===== src/rtl/muldiv_sequencer.sv =====
// ----------------------------------------------------------------------------
// muldiv_sequencer
//   Iterative multiply/divide unit that sits beside the execute-stage ALU and
//   owns the HI/LO registers. A multiply runs as shift-add and a divide runs
//   as restoring division. Each runs one bit per clock, for WIDTH iterations.
//   The unit holds busy high so the pipeline stalls MULT/DIV/MFHI/MFLO until
//   the result is in HI/LO.
//
//   Optional feature macro: MULDIV_SIGNED_EN
//     defined   : op[1]=1 selects a signed operation. Operands are made
//                 absolute at start. A FIX cycle negates the results when
//                 needed (truncating division).
//     undefined : op[1] is ignored and every operation is unsigned. The
//                 abs/negate logic is not built.
//
// Ports
//   clk        in   1      rising-edge clock
//   reset      in   1      synchronous, active-high
//   start      in   1      request a new operation (sampled only in IDLE)
//   op         in   2      00 MULTU, 01 DIVU, 10 MULT, 11 DIV (op[0]=divide)
//   vs         in   WIDTH  multiplicand / dividend
//   vt         in   WIDTH  multiplier / divisor
//   hi_we      in   1      MTHI write enable (IDLE only)
//   lo_we      in   1      MTLO write enable (IDLE only)
//   wdata      in   WIDTH  MTHI/MTLO data
//   busy       out  1      operation in flight (registered, = state != IDLE)
//   done       out  1      one-cycle pulse after HI/LO take a new result
//   hi         out  WIDTH  HI register (remainder / upper product)
//   lo         out  WIDTH  LO register (quotient / lower product)
//   dbg_state  out  2      FSM state (0 IDLE, 1 RUN, 2 FIX)
//
// Handshake: start is a level request. It is accepted only on a rising edge
// where the FSM is IDLE. While busy=1 the requester must hold the instruction.
// A start that arrives while busy is dropped and is not queued.
// ----------------------------------------------------------------------------
module muldiv_sequencer #(
    parameter int WIDTH = 32
) (
    input  logic             clk,
    input  logic             reset,
    input  logic             start,
    input  logic [1:0]       op,
    input  logic [WIDTH-1:0] vs,
    input  logic [WIDTH-1:0] vt,
    input  logic             hi_we,
    input  logic             lo_we,
    input  logic [WIDTH-1:0] wdata,
    output logic             busy,
    output logic             done,
    output logic [WIDTH-1:0] hi,
    output logic [WIDTH-1:0] lo,
    output logic [1:0]       dbg_state
);

    localparam int CW = $clog2(WIDTH + 1);

    typedef enum logic [1:0] {
        S_IDLE = 2'd0,
        S_RUN  = 2'd1,
        S_FIX  = 2'd2
    } state_e;

    state_e           state_q, state_d;
    logic [CW-1:0]    cnt_q, cnt_d;
    logic [WIDTH-1:0] acc_q, acc_d;     // upper product / partial remainder
    logic [WIDTH-1:0] mq_q, mq_d;       // multiplier -> lower product / dividend -> quotient
    logic [WIDTH-1:0] md_q, md_d;       // multiplicand / divisor
    logic             div_q, div_d;
    logic             neg_main_q, neg_main_d;  // negate product or quotient
    logic             neg_rem_q, neg_rem_d;    // negate remainder
    logic [WIDTH-1:0] hi_q, hi_d;
    logic [WIDTH-1:0] lo_q, lo_d;
    logic             busy_q, busy_d;
    logic             done_q, done_d;

    // ------------------------------------------------------------------
    // One iteration of the datapath.
    // Multiply: add the multiplicand when the multiplier LSB is set, then
    // shift {acc,mq} right. The carry becomes the new acc MSB.
    // Divide: shift {acc,mq} left by one and trial-subtract the divisor.
    // Keep the difference only if it is non-negative (restoring division).
    // With a zero divisor every trial succeeds. The quotient becomes all
    // ones and the remainder becomes the dividend.
    // ------------------------------------------------------------------
    logic [WIDTH:0]   mul_sum;
    logic [WIDTH-1:0] mul_acc, mul_mq;
    logic [WIDTH:0]   div_sh, div_diff;
    logic             div_ok;
    logic [WIDTH-1:0] div_acc, div_mq;
    logic [WIDTH-1:0] step_acc, step_mq;
    logic             last_iter;

    assign mul_sum  = {1'b0, acc_q} + (mq_q[0] ? {1'b0, md_q} : {(WIDTH+1){1'b0}});
    assign mul_acc  = mul_sum[WIDTH:1];
    assign mul_mq   = {mul_sum[0], mq_q[WIDTH-1:1]};

    assign div_sh   = {acc_q, mq_q[WIDTH-1]};
    assign div_diff = div_sh - {1'b0, md_q};
    assign div_ok   = ~div_diff[WIDTH];
    assign div_acc  = div_ok ? div_diff[WIDTH-1:0] : div_sh[WIDTH-1:0];
    assign div_mq   = {mq_q[WIDTH-2:0], div_ok};

    assign step_acc  = div_q ? div_acc : mul_acc;
    assign step_mq   = div_q ? div_mq  : mul_mq;
    assign last_iter = (cnt_q == CW'(WIDTH - 1));

    // ------------------------------------------------------------------
    // Operand conditioning and the final sign fix
    // ------------------------------------------------------------------
    logic             s_vs, s_vt;
    logic [WIDTH-1:0] abs_vs, abs_vt;
    logic             fix_needed;
    logic [WIDTH-1:0] fix_hi, fix_lo;

`ifdef MULDIV_SIGNED_EN
    logic [2*WIDTH-1:0] prod_neg;

    assign s_vs   = op[1] & vs[WIDTH-1];
    assign s_vt   = op[1] & vt[WIDTH-1];
    assign abs_vs = s_vs ? (~vs + WIDTH'(1)) : vs;
    assign abs_vt = s_vt ? (~vt + WIDTH'(1)) : vt;

    assign fix_needed = neg_main_q | (div_q & neg_rem_q);
    assign prod_neg   = ~{acc_q, mq_q} + (2*WIDTH)'(1);

    always_comb begin
        fix_hi = acc_q;
        fix_lo = mq_q;
        if (div_q) begin
            if (neg_main_q) fix_lo = ~mq_q + WIDTH'(1);
            if (neg_rem_q)  fix_hi = ~acc_q + WIDTH'(1);
        end else if (neg_main_q) begin
            fix_hi = prod_neg[2*WIDTH-1:WIDTH];
            fix_lo = prod_neg[WIDTH-1:0];
        end
    end
`else
    logic unused_signed;

    assign s_vs          = 1'b0;
    assign s_vt          = 1'b0;
    assign abs_vs        = vs;
    assign abs_vt        = vt;
    assign fix_needed    = 1'b0;
    assign fix_hi        = acc_q;
    assign fix_lo        = mq_q;
    assign unused_signed = ^{op[1], neg_main_q, neg_rem_q};
`endif

    // ------------------------------------------------------------------
    // Next-state / datapath control
    // ------------------------------------------------------------------
    always_comb begin
        state_d    = state_q;
        cnt_d      = cnt_q;
        acc_d      = acc_q;
        mq_d       = mq_q;
        md_d       = md_q;
        div_d      = div_q;
        neg_main_d = neg_main_q;
        neg_rem_d  = neg_rem_q;
        hi_d       = hi_q;
        lo_d       = lo_q;
        done_d     = 1'b0;

        case (state_q)
            S_IDLE: begin
                if (start) begin
                    // A start on the same edge as an MTHI/MTLO wins.
                    // The register write is dropped.
                    acc_d      = '0;
                    mq_d       = abs_vs;
                    md_d       = abs_vt;
                    div_d      = op[0];
                    neg_main_d = s_vs ^ s_vt;
                    neg_rem_d  = s_vs;
                    cnt_d      = '0;
                    state_d    = S_RUN;
                end else begin
                    if (hi_we) hi_d = wdata;
                    if (lo_we) lo_d = wdata;
                end
            end
            S_RUN: begin
                acc_d = step_acc;
                mq_d  = step_mq;
                cnt_d = cnt_q + CW'(1);
                if (last_iter) begin
                    if (fix_needed) begin
                        state_d = S_FIX;
                    end else begin
                        hi_d    = step_acc;
                        lo_d    = step_mq;
                        done_d  = 1'b1;
                        state_d = S_IDLE;
                    end
                end
            end
            S_FIX: begin
                hi_d    = fix_hi;
                lo_d    = fix_lo;
                done_d  = 1'b1;
                state_d = S_IDLE;
            end
            default: begin
                state_d = S_IDLE;
            end
        endcase

        busy_d = (state_d != S_IDLE);
    end

    always_ff @(posedge clk) begin
        if (reset) begin
            state_q    <= S_IDLE;
            cnt_q      <= '0;
            acc_q      <= '0;
            mq_q       <= '0;
            md_q       <= '0;
            div_q      <= 1'b0;
            neg_main_q <= 1'b0;
            neg_rem_q  <= 1'b0;
            hi_q       <= '0;
            lo_q       <= '0;
            busy_q     <= 1'b0;
            done_q     <= 1'b0;
        end else begin
            state_q    <= state_d;
            cnt_q      <= cnt_d;
            acc_q      <= acc_d;
            mq_q       <= mq_d;
            md_q       <= md_d;
            div_q      <= div_d;
            neg_main_q <= neg_main_d;
            neg_rem_q  <= neg_rem_d;
            hi_q       <= hi_d;
            lo_q       <= lo_d;
            busy_q     <= busy_d;
            done_q     <= done_d;
        end
    end

    assign busy      = busy_q;
    assign done      = done_q;
    assign hi        = hi_q;
    assign lo        = lo_q;
    assign dbg_state = state_q;

endmodule


===== config.mk =====
export PLATFORM = sky130hd
export DESIGN_NAME = muldiv_sequencer
export DESIGN_NICKNAME = d
export VERILOG_FILES = /design/src/rtl/muldiv_sequencer.sv
export SDC_FILE = /design/constraint.sdc
export NUM_CORES = 1
export LEC_CHECK = 0
export CELL_PAD_IN_SITES_DETAIL_PLACEMENT = 1
export CELL_PAD_IN_SITES_GLOBAL_PLACEMENT = 2
export CORE_MARGIN = 2
export CORE_UTILIZATION = 32
export DETAILED_ROUTE_END_ITERATION = 12
export PLACE_DENSITY_LB_ADDON = 0.1
export SLEW_MARGIN = 20
export SYNTH_ARGS = -nofsm -noshare
export SYNTH_HDL_FRONTEND = slang
export SYNTH_SLANG_ARGS = --single-unit

===== constraint.sdc =====
create_clock -name clk -period 4.2 [get_ports clk]
set_clock_uncertainty 0.05 [all_clocks]
set_input_delay 0.84 -clock clk [delete_from_list [all_inputs] [get_ports clk]]
set_output_delay 0.84 -clock clk [all_outputs]
set_load 0.02 [all_outputs]

==> summary.md, run 1 <==
| Metric | Value |
|---|---|
| EDFF count, synth | 0 |
| Setup bufs post-CTS | 0 |
| Number of max-cap violations | 0 |
| Setup-failing EPs final | 0 |
| Tmin final | slightly below 4 ns |
| Wire per inst | approximately 20 µm |
| Outcome | finished clean |
| DIE AREA | between 30000 and 40000 µm² |
| Routed vias/inst | ~5.3 |
| Die Ht | roughly 200 µm |
| Clock transition at path regs | approximately 0.070 ns |
| CTS Buf Count | 17 |
| Lkg Pwr | between 5 and 6 nW |
| Hold WC Path Type | reg2reg |
| Vias in the first global route | 12474 |
| VDD IR max | approximately 0.28 mV |
| Final #Nets | 1953 |
| CTS Buffer Depth | 2 |
| Core area | approximately 38000 µm² |
| Root Driver | clkbuf_16 |
| Total negative slack | 0 ns |
| Pin count of the biggest net entering global routing | 110 |
| H-tree levels | 4 |
| Area Overhead vs Synth | 23.2% |
| Post-route ant nets | 0 |
| Avg Cell Area, Syn | 7.32 µm² |
| Cells after DPL | 2271 |
| CP Launch Type | flop |
| Final Max Slew Viols | 0 |
| TritonRoute pass-1 iters | 5 |
| Flops & latches, synth | between 150 and 200 |
| Post-CTS Hold Buffers | 0 |
| Sequential fraction of the synthesis area | 28.1% |
| Worst Tran Pin Value | between 1 and 1.5 ns |
| Max Clk Rate | ~0.26 GHz |
| Routed vias | roughly 12000 |
| FFs w/ async S/R, synth | 0% |
| WP data arrival | approximately 4.2 ns |
| Netlist cell types | 75 |
| Final Hold Viols | 0 |
| # rows | 71 |
| Top_reg_cell synth | dfxtp_1 |
| Post-cts sizing count | 0 |
| Initial DRC Count | 489 |
| CP Class | reg2reg |
| Fillers | between 4000 and 5000 |
| Final wirelength | 45800 µm |
| Starting Density | roughly a third |
| Clock sink count | 171 |
| RSZ-0062 raised after global routing | false |
| Pwr Density | roughly 330 nW/µm² |
| Initial antenna violation count | 2 |
| Synth warn | 0 |
| GR Util All Layers | 23.2% |
| Crit. End Element | flop |
| Final Cycle Share | between 90 and 100% |
| Syn Nets | ~1800 |
| Die width | roughly 200 µm |
| Post-Syn Area | around 12000 µm² |
| Slew HR | 32.3% |
| Worst skew pair latency | 0.46 ns |
| RePlAce Congestion | between 0.8 and 0.9 |
| Grt total ovfl | 0 |
| Worst Path Max Fanout | 17 |
| Port bufs | 169 |
| Post-Layout Cell Count | approximately 2300 |
| DRC violations left | 0 |
| # IOs | 171 |
| Post-DP HPWL | approximately 34000 µm |
| CTS tree | done |
| Mapped Cells | between 1500 and 2000 |
| First-pass GRT wire length | 71100 µm |
| Worst Path Required | between 4 and 5 ns |
| Share of cells above drive strength 1 | under 10% |
-- state kept, by name, indices dropped and copies added, names as in the netlist --
signal	cells
acc_q	32
busy	1
cnt_q	6
dbg_state	2
div_q	1
done	1
fix_lo	32
hi	32
lo	32
md_q	32
-- cells by family after synthesis --
group                    count (synthesis)  share of synthesized area (%)
AO/OA/AOI/OAI                          544                           28.7
XOR/XNOR                                57                           4.25
adder cells (fa/ha/maj)                 71                           7.41
buffers and inverters                  198                           6.45
flip-flops                             171                           28.1
multiplexers                            61                           5.49
AND/OR/NAND/NOR                        564                           19.6
-- metrics by stage --
stage                     total power (W)  worst slack (ns)  util [%]  cell area (µm²)  hold slack [ns]
after floorplan                   0.00270             0.995         -            12200            0.395
after global placement            0.00326             0.384      38.3            14400            0.404
after detailed placement          0.00328             0.342      38.3            14400            0.423
after CTS                         0.00505             0.310      40.0            15000            0.433
after global routing              0.00524            0.0991      40.0            15000            0.450
final                             0.00500             0.319      40.0            15000            0.430
-- area by class of cell --
type | instances | area, µm² | area share, %
Multi-Input combinational cell | 1297 | 8020 | 53.4
Clock inverter | 10 | 138 | 0.916
Antenna cell | 2 | 5.00 | 0.0333
Inverter | 90 | 338 | 2.25
Sequential cell | 171 | 3430 | 22.8
Clock buffer | 22 | 494 | 3.29
Tap cell | 511 | 639 | 4.26
Timing Repair Buffer | 202 | 1960 | 13.1
-- per-layer routing --
layer | vias up | GRT usage [%] | wire [µm]
met5 | - | 0 | 9
met4 | 2 | 6.36 | 755
met3 | 45 | 2.75 | 1810
met2 | 226 | 37.6 | 20500
met1 | 5851 | 32.5 | 22700
li1 | 6080 | - | -
-- worst paths after layout --
check / cells after the start / slack [ns] / from / to
worst min register to register: 2 / 0.43 / md_q[6] / md_q[6]
worst min-delay path: 2 / 0.43 / md_q[6] / md_q[6]
worst max register to register: 13 / 0.32 / fix_lo[31] / hi[8]
worst max-delay path: 13 / 0.32 / fix_lo[31] / hi[8]
-- power by group --
| group | internal [W] | switching [W] | total (W) |
|---|---|---|---|
| logic | 0.000575 | 0.000839 | 0.00141 |
| registers | 0.00173 | 0.0000937 | 0.00183 |
| clock network | 0.00101 | 0.000742 | 0.00176 |
-- synthesized netlist by cell type, types with 15 or more instances --
| master | instances | area [µm²] |
|---|---|---|
| nand4_1 | 16 | 100 |
| clkbuf_1 | 89 | 334 |
| o21ai_0 | 121 | 606 |
| a211oi_1 | 27 | 203 |
| a21boi_0 | 32 | 240 |
| mux2_2 | 37 | 417 |
| mux2i_1 | 16 | 160 |
| inv_1 | 89 | 334 |
| ha_1 | 69 | 863 |
| xor2_1 | 24 | 210 |
| a21o_1 | 29 | 218 |
| a31oi_1 | 19 | 119 |
| xnor2_1 | 32 | 280 |
| nor2_1 | 157 | 589 |
| a311oi_1 | 34 | 298 |
| nor3_1 | 15 | 75.1 |
| dfxtp_1 | 171 | 3420 |
| nand2_1 | 283 | 1060 |
| and2_1 | 36 | 225 |
| nand3_1 | 23 | 115 |
| a21oi_1 | 164 | 821 |
| o211ai_1 | 22 | 165 |
-- cells in the final DEF, fill, tap and decap left out, types with 5 or more instances in the layout --
cell and n:
nand2_1 282, mux2_1 7, ha_1 66, xor2_1 24, o21ai_1 8, o22ai_1 5
and2_1 36, o21a_1 9, buf_4 32, a211oi_1 26, nor3_1 15, nand4_1 16
inv_1 89, a311oi_1 34, nor2_1 157, dfxtp_1 170, o211ai_1 22, xnor2_1 32
clkdlybuf4s50_1 168, o21ai_0 121, mux2_2 37, nor2b_1 8, and3_1 5, nand2b_1 8
nand3_1 23, a21oi_1 164, a21o_1 29, a21boi_0 32, clkbuf_16 17, a31oi_1 19
clkbuf_8 5, a22o_1 6, mux2i_1 16, o21bai_1 9, a211o_1 8
-- critical path, stage by stage, from the launching register on --
cell      delay [ns]
dfxtp_1         0.35
inv_1           0.11
ha_1            0.24
fa_1            0.42
nand2b_1        0.23
a21oi_2         0.23
a21oi_2         0.12
o41ai_4         0.54
a211oi_4        0.16
xnor2_4         0.36
buf_12          0.21
mux2_1          0.36
o211ai_1        0.22
a211oi_1        0.12
(Power assumes the default switching activity.)
==> run 2: changes to the inputs <==
CAP_MARGIN = 10   (was default)
CORE_MARGIN = 4   (was 2)
clock period = 3.6 ns   (was 4.2 ns; I/O delays follow)
==> summary.md, run 2 (same netlist as run 1, synthesis figures left out) <==
| Metric | Value |
|---|---|
| Crit path cell chain | inv_1 -> ha_2 -> fa_2 -> nand2b_4 -> a21oi_4 -> a21oi_2 -> o41ai_4 -> buf_4 -> a211oi_4 -> xnor2_4 -> buf_12 -> mux2_2 -> o211ai_1 -> a211oi_1 (was inv_1 -> ha_1 -> fa_1 -> nand2b_1 -> a21oi_2 -> a21oi_2 -> o41ai_4 -> a211oi_4 -> xnor2_4 -> buf_12 -> mux2_1 -> o211ai_1 -> a211oi_1) |
| Final wirelength | 46700 µm (was 45800 µm) |
| Int Power | 0.00387 W (was 0.00332 W) |
| Number of max-cap violations | 0 (unchanged) |
| Post-DP HPWL | 35500 µm (was 34200 µm) |
| Die width | 203 µm (was 199 µm) |
| Vias in the first global route | 12534 (was 12474) |
| Register Area | 3430 µm² (about the same) |
| VDD IR max | 0.286 mV (was 0.284 mV) |
| Multi-input gate area | 8080 µm² (was 8020 µm²) |
| Net load switching power | 0.00203 W (was 0.00168 W) |
| Sw Share | 34.3% (was 33.5%) |
| Final Max Slew Viols | 0 (unchanged) |
| Max incr delay on CP | 0.36 ns (was 0.54 ns) |
| Worst Path Required | 3.87 ns (was 4.47 ns) |
| Post-Layout Cell Count | 2344 (was 2305) |
| Root Driver | clkbuf_16 (unchanged) |
| Post-route core utilization | 41.0% (was 40.0%) |
| Crit. End Element | flop (unchanged) |
| Outcome | finished clean (unchanged) |
| # rows | 71 (unchanged) |
| Wire per inst | 19.9 µm (about the same) |
| Pwr Density | 382 nW/µm² (was 333 nW/µm²) |
| Tmin final | 3.47 ns (was 3.88 ns) |
| Max Clk Rate | 0.288 GHz (was 0.258 GHz) |
| Comb pwr share | 29.7% (was 28.3%) |
| TritonRoute pass-1 iters | 4 (was 5) |
| GR Util All Layers | 22.1% (was 23.2%) |
| WP data arrival | 3.74 ns (was 4.15 ns) |
| CP Class | reg2reg (unchanged) |
| Routed vias | 12190 (was 12204) |
| Worst Tran Pin Value | 1.04 ns (was 1.02 ns) |
| CP max stage cell | fa_2 (was o41ai_4) |
| H-tree levels | 4 (unchanged) |
| Slew HR | 30.7% (was 32.3%) |
| Total power | 0.00590 W (was 0.00500 W) |
| Final instance area | 15400 µm² (was 15000 µm²) |
| Starting Density | 32.4% (about the same) |
| Final #Nets | 1994 (was 1953) |
| Cells after DPL | 2307 (was 2271) |
| Setup-failing EPs final | 0 (unchanged) |
| Grt total ovfl | 0 (unchanged) |
| Post-route ant nets | 0 (unchanged) |
| Fillers | 4642 (was 4656) |
| Final Cycle Share | 96.5% (was 92.4%) |
| Area after DPL | 14700 µm² (was 14400 µm²) |
| R2R setup slack | 0.13 ns (was 0.32 ns) |
| Die Ht | 203 µm (was 199 µm) |
| Clock transition at path regs | 0.08 ns (was 0.07 ns) |
| Initial DRC Count | 575 (was 489) |
| Total negative slack | 0 ns (unchanged) |
| Clock sink count | 171 (unchanged) |
| Hold path start | md_q[0] (was md_q[6]) |
| Port bufs | 169 (unchanged) |
| N_diodes | 0 (was 2) |
| Lkg Pwr | 6.05 nW (was 5.82 nW) |
| Seq pwr share | 35.9% (was 36.5%) |
| Share of cells above drive strength 1 | 9.98% (was 7.14%) |
| Pin count of the biggest net entering global routing | 71 (was 110) |
| DRC violations left | 0 (unchanged) |
| # IOs | 171 (unchanged) |
| CTS tree | done (unchanged) |
| Initial antenna violation count | 0 (was 2) |
| Worst Path Max Fanout | 5 (was 17) |
| Area Overhead vs Synth | 26.7% (was 23.2%) |
| Routed vias/inst | 5.20 (was 5.29) |
| Core area | 37700 µm² (was 37600 µm²) |
| Worst skew pair latency | 0.45 ns (was 0.46 ns) |
| CP Launch Type | flop (unchanged) |
| Final Hold Viols | 0 (unchanged) |
| First-pass GRT wire length | 72800 µm (was 71100 µm) |
| Commonest non-fill, non-tap cell in the layout | nand2_1 (unchanged) |
| CTS Buffer Depth | 2 (unchanged) |
| CTS Buf Count | 17 (unchanged) |
| RePlAce Congestion | 0.883 (was 0.848) |
| Clock Power Share | 34.3% (was 35.2%) |
| Hold WC Path Type | reg2reg (unchanged) |
| Most frequent cells in the layout | nand2_1, dfxtp_1, clkdlybuf4s50_1 (unchanged) |
| Critical path origin | fix_lo[31] (unchanged) |
| Worst r2r src | fix_lo[31] (unchanged) |
| DIE AREA | 41300 µm² (was 39700 µm²) |
==> run 2: final cells by class <==
class,count,share of cell area [%]
Multi-Input combinational cell,1297,52.3
Tap cell,511,4.14
Inverter,90,2.19
Clock buffer,17,2.75
Clock inverter,15,1.20
Sequential cell,171,22.2
Timing Repair Buffer,243,15.2
==> run 2: path summary, 6_finish.rpt <==
path / depth (start not counted) / end
worst max-delay path: 14 / hi[10]
worst min-delay path: 2 / md_q[0]
worst max register to register: 14 / hi[10]
worst min register to register: 2 / md_q[0]
==> run 2: power by group through the flow <==
stage | Sequential, W | Clock, W | Combinational [W]
floorplan | 0.00222 | 0 | 0.000937
global placement | 0.00216 | 0 | 0.00170
detailed placement | 0.00217 | 0 | 0.00171
CTS | 0.00212 | 0.00208 | 0.00172
global route | 0.00214 | 0.00214 | 0.00192
finish | 0.00212 | 0.00202 | 0.00175
==> run 2: layer usage <==
| metal | track usage, % | vias to the layer above | share of wire, % |
|---|---|---|---|
| li1 | - | 6163 | - |
| met1 | 32.1 | 5828 | 51 |
| met2 | 35.4 | 173 | 45 |
| met3 | 2.69 | 26 | 3.0 |
| met4 | 4.53 | 0 | 0.93 |
| met5 | 0 | - | 0 |
==> run 2: repair_timing <==
| item | CTS | global route |
|---|---|---|
| setup endpoints to repair | 0 | 51 |
| hold buffers | 0 | 0 |
| buffers inserted | 0 | 3 |
| resized for setup | 0 | 21 |
| endpoints found under the hold margin | 0 | 0 |
==> run 2: worst max-delay path, delay by kind of cell, from the launching register on <==
| family | cells | cell delay (ns) |
|---|---|---|
| mux | 1 | 0.34 |
| buf+inv | 3 | 0.43 |
| flops | 1 | 0.34 |
| compound gates | 6 | 1.10 |
| xor+xnor | 1 | 0.33 |
| fa+ha+maj | 2 | 0.55 |
| simple gates | 1 | 0.18 |
==> run 2: per-stage QoR <==
step           hold WS (ns)  setup WS (ns)
4_1_cts               0.429         0.0251
3_5_place_dp          0.417         0.0679
5_1_grt               0.457        -0.0287
2_1_floorplan         0.395          0.395
3_3_place_gp          0.413         0.0732
6_report              0.430          0.126
